[config.mk]
export PLATFORM = sky130hd
export DESIGN_NAME = mrmw_mem_lanes
export DESIGN_NICKNAME = d
export VERILOG_FILES = /design/src/rtl/mrmw_mem_lanes.sv
export SDC_FILE = /design/constraint.sdc
export NUM_CORES = 2
export LEC_CHECK = 0
export ABC_CLOCK_PERIOD_IN_PS = 3350
export BUFFER_PORTS_ARGS = -buffer_cell sky130_fd_sc_hd__buf_2
export CORE_UTILIZATION = 40
export CTS_CLUSTER_DIAMETER = 60
export DETAILED_ROUTE_END_ITERATION = 8
export PLACE_DENSITY = 0.6
export SLEW_MARGIN = 20
export SYNTH_ARGS = -nofsm -noshare
export SYNTH_HDL_FRONTEND = slang
export SYNTH_SLANG_ARGS = --single-unit
[constraint.sdc]
create_clock -name clock -period 3.35 [get_ports clock]
set_clock_uncertainty 0.2 [all_clocks]
set_input_delay 0.335 -clock clock [delete_from_list [all_inputs] [get_ports clock]]
set_output_delay 0.335 -clock clock [all_outputs]
set_load 0.005 [all_outputs]
[src/rtl/mrmw_mem_lanes.sv]
// Parametrised multi-read/multi-write memory with per-lane write masks, lane valid tracking,
// highest-writer-wins collision resolution and selectable combinational or registered-address read.
module mrmw_mem_lanes #(
  parameter int unsigned DEPTH     = 16,
  parameter int unsigned ADDR_BITS = 4,
  parameter int unsigned WIDTH     = 32,
  parameter int unsigned LANE_BITS = 8,
  parameter int unsigned READERS   = 2,
  parameter int unsigned WRITERS   = 2,
  parameter int unsigned SYNC_READ = 0
) (
  input  logic                                   clock,
  input  logic                                   reset,
  input  logic [READERS-1:0]                     read_ens,
  input  logic [ADDR_BITS*READERS-1:0]           read_addrs,
  output logic [WIDTH*READERS-1:0]               read_datas,
  input  logic [WRITERS-1:0]                     write_ens,
  input  logic [(WIDTH/LANE_BITS)*WRITERS-1:0]   write_masks,
  input  logic [ADDR_BITS*WRITERS-1:0]           write_addrs,
  input  logic [WIDTH*WRITERS-1:0]               write_datas,
  output logic                                   collision,
  output logic [15:0]                            collision_count
);

  localparam int unsigned LANES = WIDTH / LANE_BITS;

  logic [WIDTH-1:0]     r_mem      [DEPTH];
  logic [LANES-1:0]     r_valid    [DEPTH];
  logic [ADDR_BITS-1:0] r_raddr    [READERS];
  logic                 r_coll;
  logic [15:0]          r_coll_cnt;

  logic [LANES-1:0]     w_we       [DEPTH];
  logic [WIDTH-1:0]     w_wd       [DEPTH];
  logic                 w_coll;
  logic [ADDR_BITS-1:0] w_rsel     [READERS];
  logic [WIDTH-1:0]     w_rd       [READERS];

  // Writers are scanned in ascending order so the highest index overwrites per lane. Only
  // addresses 0..DEPTH-1 are ever matched, so out-of-range writes never land or collide.
  always_comb begin
    w_coll = 1'b0;
    for (int d = 0; d < DEPTH; d++) begin
      w_we[d] = '0;
      w_wd[d] = '0;
      for (int w = 0; w < WRITERS; w++) begin
        if (write_ens[w] && (write_addrs[w*ADDR_BITS +: ADDR_BITS] == ADDR_BITS'(d))) begin
          for (int l = 0; l < LANES; l++) begin
            if (write_masks[w*LANES + l]) begin
              if (w_we[d][l]) w_coll = 1'b1;
              w_we[d][l] = 1'b1;
              w_wd[d][l*LANE_BITS +: LANE_BITS] = write_datas[w*WIDTH + l*LANE_BITS +: LANE_BITS];
            end
          end
        end
      end
    end
  end

  always_ff @(posedge clock) begin
    if (!reset) begin
      for (int d = 0; d < DEPTH; d++) begin
        for (int l = 0; l < LANES; l++) begin
          if (w_we[d][l]) r_mem[d][l*LANE_BITS +: LANE_BITS] <= w_wd[d][l*LANE_BITS +: LANE_BITS];
        end
      end
    end
  end

  always_ff @(posedge clock or posedge reset) begin
    if (reset) begin
      for (int d = 0; d < DEPTH; d++) r_valid[d] <= '0;
      r_coll     <= 1'b0;
      r_coll_cnt <= '0;
    end else begin
      for (int d = 0; d < DEPTH; d++) r_valid[d] <= r_valid[d] | w_we[d];
      r_coll <= w_coll;
      if (w_coll && (r_coll_cnt != 16'hFFFF)) r_coll_cnt <= r_coll_cnt + 16'd1;
    end
  end

  always_ff @(posedge clock or posedge reset) begin
    if (reset) begin
      for (int r = 0; r < READERS; r++) r_raddr[r] <= '0;
    end else begin
      for (int r = 0; r < READERS; r++) begin
        if (read_ens[r]) r_raddr[r] <= read_addrs[r*ADDR_BITS +: ADDR_BITS];
      end
    end
  end

  // Lookup is a decode over valid entries, so an out-of-range address simply matches nothing.
  always_comb begin
    read_datas = '0;
    for (int r = 0; r < READERS; r++) begin
      w_rsel[r] = (SYNC_READ != 0) ? r_raddr[r] : read_addrs[r*ADDR_BITS +: ADDR_BITS];
      w_rd[r]   = '0;
      for (int d = 0; d < DEPTH; d++) begin
        if (w_rsel[r] == ADDR_BITS'(d)) begin
          for (int l = 0; l < LANES; l++) begin
            if (r_valid[d][l]) w_rd[r][l*LANE_BITS +: LANE_BITS] = r_mem[d][l*LANE_BITS +: LANE_BITS];
          end
        end
      end
      read_datas[r*WIDTH +: WIDTH] = w_rd[r];
    end
  end

  assign collision       = r_coll;
  assign collision_count = r_coll_cnt;

endmodule

==> results.md <==
* Status: complete, no violations
* Worst-margin pin slew at 1160 ps
* Synth top cells by count: nand2_1, edfxtp_1, o31ai_1
* Synth warn at 0
* Critical Path Stages at 8
* Post-route cell area at 0.0428 mm^2
* Finish-stage setup viols at 0
* Clock sink count at 593
* Root Buffer: clkbuf_16
* Storage cell area at 0.0174 mm^2
* Max Slew Vio Count at 0
* Dpl ws at -40.4 ps
* Post-route ant nets at 0
* Dominant synthesized flop cell: edfxtp_1
* Layout area overhead at 17.3%
* Placed Area at 0.0402 mm^2
* Worst hold path type: in2reg
* Net switching power at 6.14 mW
* Final worst slack at 10.1 ps
* DRC at 0
* H-tree Lvls at 3
* Detailed Routing Iterations Pass 1 at 6
* Synth cell types at 88
* Initial antenna violation count at 8
* Layout cells sized above 1 at 18.3%
* Via count at 36741
* Total CTS buffers at 74
* Area of the multi-input gates at 0.0172 mm^2
* Crit path capture type: primary output
* CP peak stage delay at 480 ps
* LEAKAGE at 13.8 nW
* Post-synth EDFFs at 512
* Internal Power at 14.1 mW
* Row count at 110
* Fin. Hold Viols at 0
* Register-to-Register Path Depth at 6
* CTS tree: yes
* Synthesis-stage register bit count at 593
* Syn Inst Count at 4008
* Global-route wire length before repair at 248000 um
* Critical Path Start Type: flop
* CP max FO at 10
* Port Buffers at 172
* Synthesized area at 0.0365 mm^2
* Pin count of the biggest net entering global routing at 47
* Syn Nets at 4103
* Tcrit/Tclk final at 99.7%
* VDD IR max at 0.343 mV
* Critical Path RT at 2810 ps
* Worst hold path depth at 3
* Final net count at 4284
* Fin crit period at 3340 ps
* Top post-synthesis cells by area: edfxtp_1, o31ai_1, nand2_1, dfrtp_1, nand3_1
* DP HPWL at 128000 um
* Vias in the first global route at 33765
* Unrepaired setup endpoints after global routing: no
* Crit-path slowest cell: dfrtp_1
* Die area at 0.0924 mm^2
* Synth top area share at 42.2%
* Clock network fraction of total power at 40.3%
* Net Sw Frac at 30.3%
* Seq pwr share at 43.3%
* Initial core utilization at 40.5%
* Most frequent cell after synthesis: nand2_1
* Drt wl/cell at 32.5 um
* Critical path class: reg2out
* Comb pwr share at 16.4%
* Max-slew headroom at 21.7%
* Crit path buf inv count at 2
* DIE HEIGHT at 304 um
* # Max-Cap Violations at 0
* Critical path arrival at 2800 ps
* # IOs at 175
* Register area share after synthesis at 47.7%
* Core ar. at 0.0901 mm^2
* Delay-heaviest family, CP: compound AO/OA/AOI/OAI gates
* Avg Synthesized Cell Area at 9.10 um^2
* Clock latency on the worst-skew pair at 640 ps
* Total wire length at 177000 um
* Ys async rst share at 13.7%
* Die Wd at 304 um
* Via density at 6.77
* Gr ovfl total at 0
* GP Congestion at 1.02
* Clock transition time at the flip-flop clock pins of the worst setup and hold paths at 60 ps
* Total track usage at 37.0%
* CTS Buffer Depth at 3
* Post-synth top area cell: edfxtp_1
* P per Cell Area at 474 mW/mm^2
* Initial DRC count at 5823
* CP Cell Sequence: buf_4 > nor2b_1 > o2bb2ai_1 > a32oi_1 > a31oi_1 > o21ai_0 > nand3_1 > buf_2
* Fill cell count at 8460
* Max Freq at 0.299 GHz
## logic make-up (layout without fill, tap and decap cells)
kind of cell	Yosys count	count (layout)	share of synthesized area [%]
adder cells (fa/ha/maj)	1	1	0.0343
AO/OA/AOI/OAI	1166	1166	23.0
flip-flops	593	593	47.7
XOR/XNOR	16	16	0.384
multiplexers	7	7	0.202
other	0	5	0
buffers and inverters	500	737	5.58
AND/OR/NAND/NOR	1725	1725	23.1
## worst paths after layout
check	startpoint	end	slack (ps)
hold / removal	write_masks[2]	r_valid[54]	20
setup / recovery	r_valid[45]	read_datas[43]	10
setup reg to reg	collision_count[0]	collision_count[1]	1010
min in group asynchronous	reset	r_valid[37]	580
max in group asynchronous	reset	r_valid[12]	1580
hold reg to reg	collision_count[13]	collision_count[13]	290
## power by group through the flow
stage	registers, mW	clock network, mW	logic (mW)
4_1_cts	8.74	8.17	3.21
2_1_floorplan	8.50	0	1.83
3_3_place_gp	8.89	0	3.17
5_1_grt	8.80	8.43	3.46
3_5_place_dp	8.89	0	3.18
6_report	8.79	8.17	3.33
## state kept, by name, summed over array words and instances, names as in the netlist
name and count:
r_mem 512, r_valid 64, collision_count 16, collision 1
## routing by layer
metal / wire length (um) / vias to the layer above / global-route usage [%]
met1: 70400 / 17783 / 51.6
met2: 72900 / 2848 / 52.7
li1: - / 15642 / -
met4: 10000 / 8 / 19.3
met3: 23300 / 460 / 9.26
met5: 54 / - / 0
## placed cells by master (no fill, tap or decap), types with 10 or more instances in the layout
master       n
nand3b_1    13
nor3_1      34
a21oi_1    109
clkinv_2    11
o211ai_1    12
buf_2      169
xnor2_1     15
a22oi_1     45
a32o_1      18
nor4_1      19
nand2_1    772
buf_4      412
clkbuf_1    12
a2111oi_0   10
a311oi_1    20
edfxtp_1   512
a22o_1      13
buf_12      12
a221oi_1    11
nor2_1     162
clkinv_1    12
o21ai_0    103
o22ai_1     87
nand3_1    302
and2_1     123
and2_0      10
a211oi_1    10
and3_1      48
o221ai_1    13
a32oi_1     82
nand4_1     63
o31ai_1    507
a31oi_1     45
dfrtp_1     73
o21ai_1     11
o2111ai_1   15
clkbuf_16   75
nand2b_1    71
## layout make-up
class,instances,area share (%)
flip-flops and latches,593,40.7
well taps,1176,3.44
diodes,5,0.0293
inverters,8,0.0761
multi-input cells,2915,40.3
clock buffers,88,4.53
clock inverters,44,1.06
repair buffers,597,9.85
## through the flow
| stage | TNS (ps) | hold slack (ps) | instances | power, mW | utilization, % |
|---|---|---|---|---|---|
| after global placement | -85.8 | 277 | 5282 | 12.1 | 44.6 |
| after floorplan | 0 | 263 | 4008 | 10.3 | - |
| after CTS | 0 | 12.4 | 5421 | 20.1 | 47.3 |
| after detailed placement | -57.1 | 279 | 5282 | 12.1 | 44.6 |
| after global routing | 0 | 47.9 | 5423 | 20.7 | 47.4 |
| final | 0 | 24.0 | 5426 | 20.3 | 47.4 |
## timing repair
item,4_1_cts,5_1_grt
hold buffers,2,0
gates resized for setup,13,24
endpoints found under the hold margin,23,0
pin swaps,2,1
setup endpoints to repair,12,25
cloned,0,0
setup buffers,5,0
## worst min-delay path, delay by kind of cell
family | cells | cell delay, ps
simple gates | 1 | 60
compound gates | 1 | 140
buf+inv | 1 | 290
(Power assumes the default switching activity.)
